<file path="src/rtl/cavity_drive_seq.sv">
`default_nettype none
// +--------------------------------------------------------------------------+
// | cavity_drive_seq: pulse-envelope sequencer (impulse/fill/flat/decay)     |
// | scaling a coherent sine-LUT stream. Option: CAVITY_DRIVE_SEQ_ROUND_EN.   |
// | Revision 1.0                                                             |
// +--------------------------------------------------------------------------+
module cavity_drive_seq #(
    parameter int DW      = 16,
    parameter int AW      = 6,
    parameter int PH_STEP = 7,
    parameter int PH_MOD  = 33,
    parameter int IMP_AMP = 30000
) (
    input  logic          clk,
    input  logic          rst,
    input  logic          start,
    input  logic          abort,
    input  logic          imp_en,
    input  logic [15:0]   fill_len,
    input  logic [15:0]   flat_len,
    input  logic [15:0]   ramp_step,
    input  logic [14:0]   amp_set,
    output logic [AW-1:0] lut_addr,
    input  logic [DW-1:0] lut_data,
    output logic [DW-1:0] drive,
    output logic          busy,
    output logic [2:0]    state,
    output logic          done
);

    typedef enum logic [2:0] {
        S_IDLE    = 3'd0,
        S_IMPULSE = 3'd1,
        S_FILL    = 3'd2,
        S_FLAT    = 3'd3,
        S_DECAY   = 3'd4
    } state_t;

    localparam int                     c_pw      = DW + 16;
    localparam logic [AW:0]            c_ph_step = (AW+1)'(PH_STEP);
    localparam logic [AW:0]            c_ph_mod  = (AW+1)'(PH_MOD);
    localparam logic signed [DW-1:0]   c_imp_amp = DW'(IMP_AMP);

    state_t          state_q, state_d, st1_q, st1_d;
    logic [14:0]     amp_q, amp_d, amp1_q, amp1_d;
    logic [AW-1:0]   phase_q, phase_d;
    logic [15:0]     cnt_q, cnt_d;
    logic            done_q, done_d;
    logic [DW-1:0]   drive_q, drive_d;

    logic [15:0]     w_fill_src, w_enter_cnt;
    state_t          w_enter_st, w_flat_st;
    logic [16:0]     w_ramp_sum;
    logic [AW:0]     w_ph_sum, w_ph_wrap;
    logic signed [c_pw-1:0] w_prod;
    logic [DW-1:0]   w_drive_prod;

    always_ff @(posedge clk) begin
        if (rst) begin
            state_q <= S_IDLE;
            amp_q   <= '0;
            phase_q <= '0;
            cnt_q   <= '0;
            done_q  <= 1'b0;
            amp1_q  <= '0;
            st1_q   <= S_IDLE;
            drive_q <= '0;
        end else begin
            state_q <= state_d;
            amp_q   <= amp_d;
            phase_q <= phase_d;
            cnt_q   <= cnt_d;
            done_q  <= done_d;
            amp1_q  <= amp1_d;
            st1_q   <= st1_d;
            drive_q <= drive_d;
        end
    end

    always_comb begin
        state_d    = state_q;
        amp_d      = amp_q;
        cnt_d      = cnt_q;
        done_d     = 1'b0;
        w_ramp_sum = {2'b0, amp_q} + {1'b0, ramp_step};
        // Zero-length phases are skipped, so leaving IDLE/IMPULSE may land in FILL, FLAT or DECAY
        w_fill_src = (state_q == S_IDLE) ? fill_len : cnt_q;
        if (w_fill_src != '0) begin
            w_enter_st  = S_FILL;
            w_enter_cnt = w_fill_src;
        end else if (flat_len != '0) begin
            w_enter_st  = S_FLAT;
            w_enter_cnt = flat_len;
        end else begin
            w_enter_st  = S_DECAY;
            w_enter_cnt = '0;
        end
        w_flat_st = (flat_len != '0) ? S_FLAT : S_DECAY;

        case (state_q)
            S_IDLE: begin
                if (start) begin
                    state_d = imp_en ? S_IMPULSE : w_enter_st;
                    cnt_d   = imp_en ? fill_len : w_enter_cnt;
                    amp_d   = '0;
                end
            end
            S_IMPULSE: begin
                state_d = abort ? S_DECAY : w_enter_st;
                cnt_d   = w_enter_cnt;
            end
            S_FILL: begin
                amp_d = (w_ramp_sum > {2'b0, amp_set}) ? amp_set : w_ramp_sum[14:0];
                if (abort) begin
                    state_d = S_DECAY;
                end else if (cnt_q <= 16'd1) begin
                    state_d = w_flat_st;
                    cnt_d   = flat_len;
                end else begin
                    cnt_d = cnt_q - 16'd1;
                end
            end
            S_FLAT: begin
                amp_d = amp_set;
                if (abort || cnt_q <= 16'd1) begin
                    state_d = S_DECAY;
                    cnt_d   = '0;
                end else begin
                    cnt_d = cnt_q - 16'd1;
                end
            end
            S_DECAY: begin
                if (amp_q == '0) begin
                    state_d = S_IDLE;
                    done_d  = 1'b1;
                end else if (ramp_step == '0 || ramp_step >= {1'b0, amp_q}) begin
                    amp_d = '0;
                end else begin
                    amp_d = amp_q - ramp_step[14:0];
                end
            end
            default: begin
                state_d = S_IDLE;
                amp_d   = '0;
                cnt_d   = '0;
            end
        endcase

        w_ph_sum  = {1'b0, phase_q} + c_ph_step;
        w_ph_wrap = (w_ph_sum >= c_ph_mod) ? (w_ph_sum - c_ph_mod) : w_ph_sum;
        phase_d   = (state_q == S_IDLE || state_d == S_IDLE) ? '0 : w_ph_wrap[AW-1:0];

        amp1_d  = amp_q;
        st1_d   = state_q;
        drive_d = (st1_q == S_IMPULSE) ? c_imp_amp : w_drive_prod;
    end

    assign w_prod = $signed(lut_data) * $signed({1'b0, amp1_q});

`ifdef CAVITY_DRIVE_SEQ_ROUND_EN
    localparam logic signed [c_pw-1:0] c_half    = c_pw'(2**(DW-2));
    localparam logic signed [c_pw-DW:0] c_sat_max = (c_pw-DW+1)'(2**(DW-1)-1);
    logic signed [c_pw-1:0] w_rnd;
    logic signed [c_pw-DW:0] w_scaled;
    logic w_unused;
    assign w_rnd        = w_prod + c_half;
    assign w_scaled     = w_rnd[c_pw-1:DW-1];
    assign w_drive_prod = (w_scaled > c_sat_max) ? c_sat_max[DW-1:0] : w_scaled[DW-1:0];
    assign w_unused     = ^{w_rnd[DW-2:0], w_ph_wrap[AW]};
`else
    logic w_unused;
    assign w_drive_prod = w_prod[DW-1 +: DW];
    assign w_unused     = ^{w_prod[DW-2:0], w_prod[c_pw-1], w_ph_wrap[AW]};
`endif

    assign lut_addr = phase_q;
    assign drive    = drive_q;
    assign busy     = (state_q != S_IDLE);
    assign state    = state_q;
    assign done     = done_q;

endmodule
`default_nettype wire

</file>
<file path="config.mk">
export PLATFORM = sky130hd
export DESIGN_NAME = cavity_drive_seq
export DESIGN_NICKNAME = d
export VERILOG_FILES = /design/src/rtl/cavity_drive_seq.sv
export SDC_FILE = /design/constraint.sdc
export NUM_CORES = 1
export LEC_CHECK = 0
export CORE_ASPECT_RATIO = 1.25
export CORE_MARGIN = 4
export CORE_UTILIZATION = 62
export DETAILED_ROUTE_END_ITERATION = 16
export HOLD_SLACK_MARGIN = 0.06
export PLACE_DENSITY = 0.84
export SYNTH_ARGS = -nofsm -noshare
export SYNTH_HDL_FRONTEND = slang
export SYNTH_SLANG_ARGS = --single-unit
</file>
<file path="constraint.sdc">
create_clock -name clk -period 9.1 [get_ports clk]
set_input_delay 1.82 -clock clk [delete_from_list [all_inputs] [get_ports clk]]
set_output_delay 1.82 -clock clk [all_outputs]
set_load 0.02 [all_outputs]
</file>
==> Implementation_results.wiki, run 1 <==
{| class="wikitable"
! Metric !! Value
|-
| Worst EP required || slightly above 9 ns
|-
| Min setup slack post-route || 1.02 ns
|-
| Worst Min Path Start || cnt_q[15]
|-
| Achievable clock frequency || 124 MHz
|-
| Run status || finished clean
|-
| Worst Setup Start Kind || input port
|-
| Antenna violations before repair || 0
|-
| Area overhead of the layout relative to synthesis || 10.3%
|-
| Share of synthesized cell area in and, or, nand and nor gates || 0.183
|-
| Wirelength per Cell || ~18 microns
|-
| Count of inserted antenna diode cells || 0
|-
| Chip Height || around 180 microns
|-
| Final setup vio count || 0
|-
| Last weighted congestion value of the routability-driven placer || about 0.93
|-
| Period minus WS final || around 8 ns
|-
| Setup tns final || 0 ns
|-
| Final layout net count || 2287
|-
| Wire length of the first global-routing pass || ~65 mm
|-
| DP Wirelength || just over 30 mm
|-
| Number of resized instances in the post-cts repair step || 0
|-
| Hold crit path type || reg -> reg
|-
| Final routed wirelength across all metal layers || approximately 38 mm
|-
| Syn_nets || 2229
|-
| P_leak || slightly below 8 nW
|-
| Worst skew pair latency || 0.36 ns
|-
| Detailed router's first-iteration violation count || 647
|-
| Netlist Area Pre-Place || 0.0151 sq mm
|-
| Measured slew at the worst slew-check pin || about 1.1 ns
|-
| Initial DRT Pass Iterations || 5
|-
| Final core utilization || 0.699
|-
| Routed vias/inst || 5.89
|-
| Kind of critical path || in -> reg
|-
| Highest net fanout along the worst path || 15
|-
| Chain of cells forming the critical path || clkdlybuf4s50_1 > nand2_1 > fa_1 > fa_1 > inv_1 > fa_1 > fa_1 > fa_1 > inv_1 > fa_1 > inv_1 > ha_1 > and3_1 > a221o_1 > a21o_1 > a21oi_1 > a21boi_0 > xor2_1 > a21oi_1
|-
| Part of the cycle the worst path needs || 0.888
|-
| Number of I/O pins || around 110
|-
| Vias || between 10000 and 15000
|-
| Number of non-filler instances in the completed layout || between 2000 and 2500
|-
| FF-to-FF Start || amp1_q[5]
|-
| Pre-CTS setup slack || 0.632 ns
|-
| Unrepaired setup endpoints after global routing || false
|-
| Power per standard cell area || 94.6 mW/mm^2
|-
| Number of sinks on the clock net || 75
|-
| Max stage delay cell, worst path || sky130_fd_sc_hd__clkdlybuf4s50_1
|-
| Fraction of registers with async set/reset || 0
|-
| Mapped Avg Cell Area || roughly 8.6 sq um
|-
| Worst Reg2Reg Path Length in Cells || 19
|-
| Placed Instances || approximately 2100
|-
| Arrival @ worst endpoint || ~8.3 ns
|-
| Fraction of layout cells with a size suffix above 1 || 0.0411
|-
| Worst-case vdd ir drop || between 90 and 100 uV
|-
| Number of enable-type register cells in the synthesized netlist || 0
|-
| Seq cells post-synth || 75
|-
| Mux share of post-synthesis cell area || 0.0107
|-
| PortBufs || 110
|-
| Starting Density || 0.633
|-
| Antenna Nets Post-Route || 0
|-
| Die boundary width || about 150 microns
|-
| Synth Instances || approximately 1800
|-
| CTS tree || built
|-
| Area of the core || between 0.02 and 0.025 sq mm
|-
| Via count of the first global-routing pass || between 10000 and 15000
|-
| Main combinational cell family by area after synthesis || adder cells
|-
| XOR/XNOR share of the synthesized area || 0.0359
|-
| Combined global-route utilization of all metal layers || 0.299
|-
| Total number of placement rows || 63
|-
| Register clock-pin slew on the reported worst setup and hold paths || around 0.06 ns
|-
| Final hold vios || 0
|-
| Arithmetic-cell share of the synthesized area counting full adders, half adders and majority gates || 0.438
|-
| Largest net degree at the start of global routing || 55
|-
| Level count of the clock H-tree || 3
|-
| Crit end category || flop
|-
| Maxcap violations || 0
|-
| Root buf cell || sky130_fd_sc_hd__clkbuf_16
|-
| Part of the Yosys area used for sequential elements || 0.0993
|-
| Largest stage delay on the critical path || slightly below 0.8 ns
|-
| Buffer levels on the longest clock path || 2
|-
| Number of distinct standard cells referenced by the synthesized netlist || 87
|-
| Total gr overflow || 0
|-
| Count of warnings emitted by yosys || 0
|-
| Compound-gate portion of the synthesized area || 0.124
|-
| Skew final || approximately 0.012 ns
|-
| Register-to-register setup slack || 2.52 ns
|-
| Max Transition Viols Final || 0
|-
| Headroom to the max-slew limit || 0.265
|-
| Post-CTS setup repair buffer count || 0
|-
| Cell repeated most along the worst path || sky130_fd_sc_hd__fa_1
|-
| Most common flop cell mapped by yosys || sky130_fd_sc_hd__dfxtp_1
|-
| Number of cells on the worst hold path || 2
|-
| Count of filler cells inserted in the layout || 1835
|-
| Hold-fix buffers at CTS || 0
|-
| Number of design rule violations left after detail routing || 0
|-
| Die area || around 0.027 sq mm
|-
| Endpoint of the worst hold-timing path || cnt_q[15]
|-
| Reg-to-reg critical path endpoint || drive[13]
|-
| TritonCTS Buffers || 9
|}
-- stage by stage --
step                hold slack, ns  area, sq um  power (W)
floorplan                    0.464        15100   0.000946
global placement             0.513        16400    0.00115
detailed placement           0.524        16400    0.00117
CTS                          0.537        16700    0.00158
global route                 0.565        16700    0.00170
finish                       0.539        16700    0.00158
-- cells by family after synthesis --
group,Yosys count
XOR/XNOR,62
buffers and inverters,428
AO/OA/AOI/OAI,256
flip-flops,75
AND/OR/NAND/NOR,541
multiplexers,15
adder cells (fa/ha/maj),384
-- how the worst max path moves through the flow --
stage	from	to	slack [ns]	cells past startpoint
3_5_place_dp	lut_data[15]	drive[13]	0.63	19
5_1_grt	lut_data[15]	drive[14]	0.55	19
2_1_floorplan	lut_data[15]	drive[13]	1.63	19
4_1_cts	lut_data[15]	drive[13]	1.0	19
3_3_place_gp	lut_data[15]	drive[13]	0.87	19
6_report	lut_data[15]	drive[13]	1.02	19
-- routing by layer --
metal | global-route usage | share of wire | vias up
li1 | - | - | 5735
met1 | 0.345 | 0.37 | 6245
met2 | 0.532 | 0.51 | 521
met3 | 0.0405 | 0.060 | 153
met4 | 0.170 | 0.062 | 0
met5 | 0 | 0 | -
-- cells in the mapped netlist, types with 19 or more instances --
cell | count | share of area
sky130_fd_sc_hd__a21oi_1 | 65 | 0.022
sky130_fd_sc_hd__and2_1 | 121 | 0.050
sky130_fd_sc_hd__clkbuf_1 | 45 | 0.011
sky130_fd_sc_hd__dfxtp_1 | 75 | 0.099
sky130_fd_sc_hd__fa_1 | 242 | 0.32
sky130_fd_sc_hd__ha_1 | 142 | 0.12
sky130_fd_sc_hd__inv_1 | 356 | 0.088
sky130_fd_sc_hd__nand2_1 | 172 | 0.043
sky130_fd_sc_hd__nand3_1 | 20 | 0.0066
sky130_fd_sc_hd__nor2_1 | 90 | 0.022
sky130_fd_sc_hd__nor3_1 | 29 | 0.0096
sky130_fd_sc_hd__nor4_1 | 19 | 0.0079
sky130_fd_sc_hd__o21ai_0 | 35 | 0.012
sky130_fd_sc_hd__xnor2_1 | 51 | 0.030
-- where the power goes --
| group | switching (W) | internal, W |
|---|---|---|
| Sequential | 0.0000438 | 0.000362 |
| Combinational | 0.000442 | 0.000323 |
| Clock | 0.000157 | 0.000250 |
-- worst max-delay path: cells and delay by family --
| kind | cells | cell delay (ns) |
|---|---|---|
| fa+ha+maj | 7 | 3.46 |
| compound gates | 5 | 1.17 |
| buf+inv | 4 | 1.16 |
| simple gates | 2 | 0.46 |
| xor+xnor | 1 | 0.18 |
-- layout by cell type, fill, tap and decap left out, types with 14 or more instances in the layout --
cell type	synthesis	layout
sky130_fd_sc_hd__a21oi_1	65	65
sky130_fd_sc_hd__and2_1	121	121
sky130_fd_sc_hd__clkdlybuf4s50_1	0	109
sky130_fd_sc_hd__dfxtp_1	75	75
sky130_fd_sc_hd__fa_1	242	242
sky130_fd_sc_hd__ha_1	142	142
sky130_fd_sc_hd__inv_1	356	356
sky130_fd_sc_hd__nand2_1	172	172
sky130_fd_sc_hd__nand2b_1	14	14
sky130_fd_sc_hd__nand3_1	20	20
sky130_fd_sc_hd__nor2_1	90	90
sky130_fd_sc_hd__nor2b_1	15	15
sky130_fd_sc_hd__nor3_1	29	29
sky130_fd_sc_hd__nor4_1	19	19
sky130_fd_sc_hd__o21ai_0	35	35
sky130_fd_sc_hd__o221ai_1	15	15
sky130_fd_sc_hd__xnor2_1	51	51
-- final cells by class --
type	instances	area [sq um]	area share
clock inverters	6	93.8	0.00562
multi-input cells	1258	12000	0.717
clock buffers	10	239	0.0143
repair buffers	116	1140	0.0684
flip-flops and latches	75	1500	0.0900
inverters	359	1350	0.0807
well taps	325	407	0.0244
-- registers in the layout, summed over array words and instances (netlist names) --
name      count
drive        16
lut_addr      6
amp1_q       15
st1_q         3
amp1_d       15
state         3
done          1
cnt_q        16
(Power assumes the default switching activity.)
==> run 2, diff against run 1 <==
CORE_MARGIN = 2   (was 4)
TNS_END_PERCENT = 5   (was unset)
==> run 2 against run 1 <==
Fmax is 1.6% lower; wire length is 2.5% higher; sequential share of layout area hardly changed; core utilization is 0.16 points lower; setup slack worse by 0.13 ns; die area is 4.8% lower; design area is 0.22% lower; cell count hardly changed; critical endpoint unchanged; largest cell class unchanged; largest power group unchanged.
==> Implementation_results.wiki, run 2 (same netlist as run 1, synthesis figures left out) <==
{| class="wikitable"
! Metric !! Value
|-
| Run status || finished clean (unchanged)
|-
| Last weighted congestion value of the routability-driven placer || 0.938 (was 0.932)
|-
| Final hold vios || 0 (unchanged)
|-
| Die area || 0.0257 sq mm (was 0.0270 sq mm)
|-
| Root buf cell || sky130_fd_sc_hd__clkbuf_16 (unchanged)
|-
| Combined global-route utilization of all metal layers || 0.328 (was 0.299)
|-
| Largest stage delay on the critical path || 0.78 ns (about the same)
|-
| Count of filler cells inserted in the layout || 1868 (was 1835)
|-
| Fraction of layout cells with a size suffix above 1 || 0.0400 (was 0.0411)
|-
| Max Transition Viols Final || 0 (unchanged)
|-
| Arrival @ worst endpoint || 8.41 ns (was 8.28 ns)
|-
| Wire length of the first global-routing pass || 65.9 mm (was 65.3 mm)
|-
| Maxcap violations || 0 (unchanged)
|-
| Detailed router's first-iteration violation count || 728 (was 647)
|-
| Register clock-pin slew on the reported worst setup and hold paths || 0.06 ns (about the same)
|-
| Setup tns final || 0 ns (unchanged)
|-
| Level count of the clock H-tree || 3 (unchanged)
|-
| Final layout net count || 2286 (was 2287)
|-
| Headroom to the max-slew limit || 0.248 (was 0.265)
|-
| TritonCTS Buffers || 9 (unchanged)
|-
| Max stage delay cell, worst path || sky130_fd_sc_hd__clkdlybuf4s50_1 (unchanged)
|-
| Vias || 12800 (was 12700)
|-
| Die boundary width || 144 microns (was 148 microns)
|-
| Leading cell types in the layout, fill and taps excluded || sky130_fd_sc_hd__inv_1, sky130_fd_sc_hd__fa_1, sky130_fd_sc_hd__nand2_1 (unchanged)
|-
| Number of buffer and inverter stages on the critical path || 4 (unchanged)
|-
| Number of design rule violations left after detail routing || 0 (unchanged)
|-
| Post-CTS setup repair buffer count || 0 (unchanged)
|-
| Most common cell after layout, fill and taps aside || sky130_fd_sc_hd__inv_1 (unchanged)
|-
| Worst-case vdd ir drop || 101 uV (was 98.5 uV)
|-
| Antenna Nets Post-Route || 0 (unchanged)
|-
| Area of the multi-input gates || 0.0120 sq mm (unchanged)
|-
| Reg-to-reg critical path endpoint || drive[13] (unchanged)
|-
| PortBufs || 110 (unchanged)
|-
| Sequential standard cell area || 0.00150 sq mm (unchanged)
|-
| Area of the core || 0.0239 sq mm (unchanged)
|-
| Worst EP required || 9.30 ns (about the same)
|-
| Crit end category || flop (unchanged)
|-
| CTS tree || built (unchanged)
|-
| FF-to-FF Start || amp1_q[5] (unchanged)
|-
| Chain of cells forming the critical path || clkdlybuf4s50_1 > nand2_1 > fa_1 > fa_1 > inv_1 > fa_1 > fa_1 > fa_1 > inv_1 > fa_1 > inv_1 > ha_1 > and3_1 > a221o_1 > a21o_1 > a21oi_1 > a21boi_0 > xor2_1 > a21oi_1 (unchanged)
|-
| Measured slew at the worst slew-check pin || 1.12 ns (was 1.10 ns)
|-
| Largest net degree at the start of global routing || 55 (unchanged)
|-
| Final routed wirelength across all metal layers || 39.1 mm (was 38.2 mm)
|-
| Area overhead of the layout relative to synthesis || 10.1% (was 10.3%)
|-
| Routed vias/inst || 5.96 (was 5.89)
|-
| Worst Setup Start Kind || input port (unchanged)
|-
| Total gr overflow || 0 (unchanged)
|-
| Starting Density || 0.633 (unchanged)
|-
| Worst Reg2Reg Path Length in Cells || 19 (unchanged)
|-
| Total power || 0.00156 W (was 0.00158 W)
|-
| DP Wirelength || 30.7 mm (was 30.5 mm)
|-
| Hold crit path type || reg -> reg (unchanged)
|-
| Number of cells on the worst hold path || 2 (unchanged)
|-
| Skew final || 0.00989 ns (was 0.0125 ns)
|-
| Total number of placement rows || 63 (unchanged)
|-
| Worst Min Path Start || amp1_d[5] (was cnt_q[15])
|-
| Period minus WS final || 8.21 ns (was 8.08 ns)
|-
| Part of the cycle the worst path needs || 0.902 (was 0.888)
|-
| Chip Height || 179 microns (was 183 microns)
|-
| Count of inserted antenna diode cells || 0 (unchanged)
|-
| Power per standard cell area || 93.4 mW/mm^2 (was 94.6 mW/mm^2)
|-
| Crit-path leading delay family || adder cells (unchanged)
|-
| Antenna violations before repair || 0 (unchanged)
|-
| Number of sinks on the clock net || 75 (unchanged)
|-
| Number of resized instances in the post-cts repair step || 0 (unchanged)
|-
| Worst skew pair latency || 0.36 ns (about the same)
|-
| Number of I/O pins || 111 (unchanged)
|-
| Initial DRT Pass Iterations || 7 (was 5)
|-
| Startpoint of the most critical setup path || lut_data[15] (unchanged)
|-
| P_leak || 7.91 nW (was 7.93 nW)
|-
| Endpoint of the worst hold-timing path || amp1_q[5] (was cnt_q[15])
|-
| Final setup vio count || 0 (unchanged)
|-
| Kind of critical path || in -> reg (unchanged)
|-
| Register-to-register setup slack || 2.37 ns (was 2.52 ns)
|-
| Highest net fanout along the worst path || 15 (unchanged)
|-
| Buffer levels on the longest clock path || 2 (unchanged)
|-
| Unrepaired setup endpoints after global routing || false (unchanged)
|-
| Hold-fix buffers at CTS || 0 (unchanged)
|-
| Wirelength per Cell || 18.2 microns (was 17.8 microns)
|-
| Achievable clock frequency || 122 MHz (was 124 MHz)
|-
| Cell repeated most along the worst path || sky130_fd_sc_hd__fa_1 (unchanged)
|-
| Via count of the first global-routing pass || 13700 (was 13800)
|}
==> run 2: cell types whose count changed in the layout (fill, tap and decap cells not counted), sizes merged <==
cell	delta
buf	-1
bufinv	-1
clkbuf	+1
clkinv	+1
inv	-1
==> run 2: per-layer routing <==
metal	routed length, microns	track usage	vias up
li1	-	-	5724
met4	2470	0.193	0
met3	2840	0.0507	156
met1	13900	0.371	6300
met2	19900	0.582	614
met5	0	0	-
==> run 2: worst max path at each step <==
| stage | end | slack [ns] | cells past startpoint |
|---|---|---|---|
| floorplan | drive[13] | 1.63 | 19 |
| CTS | drive[13] | 0.85 | 19 |
| global route | drive[13] | 0.44 | 19 |
| detailed placement | drive[13] | 0.57 | 19 |
| finish | drive[13] | 0.89 | 19 |
| global placement | drive[13] | 0.88 | 19 |
==> run 2: through the flow <==
step | util | cells | worst slack (ns) | area, sq um | hold slack, ns
after CTS | 0.697 | 2148 | 0.852 | 16700 | 0.533
after floorplan | - | 1761 | 1.63 | 15100 | 0.464
after global routing | 0.697 | 2148 | 0.437 | 16700 | 0.559
after global placement | 0.685 | 2132 | 0.881 | 16400 | 0.509
final | 0.697 | 2148 | 0.891 | 16700 | 0.537
after detailed placement | 0.685 | 2132 | 0.571 | 16400 | 0.522
==> run 2: final cells by class <==
type	count	share of cell area
clock inverter	5	0.00361
timing repair buffer	115	0.0681
sequential	75	0.0902
tap	325	0.0244
multi-input combinational	1258	0.718
clock buffer	11	0.0146
inverter	359	0.0809
==> run 2: report_power, final <==
part	switching (W)	internal [W]
Combinational	0.000445	0.000325
Clock	0.000157	0.000222
Sequential	0.0000449	0.000362
Total	0.000647	0.000908
==> run 2: worst min-delay path, stage by stage (launching register included) <==
cell                      delay (ns)
sky130_fd_sc_hd__dfxtp_1        0.36
sky130_fd_sc_hd__inv_1          0.09
sky130_fd_sc_hd__nor2_1         0.05
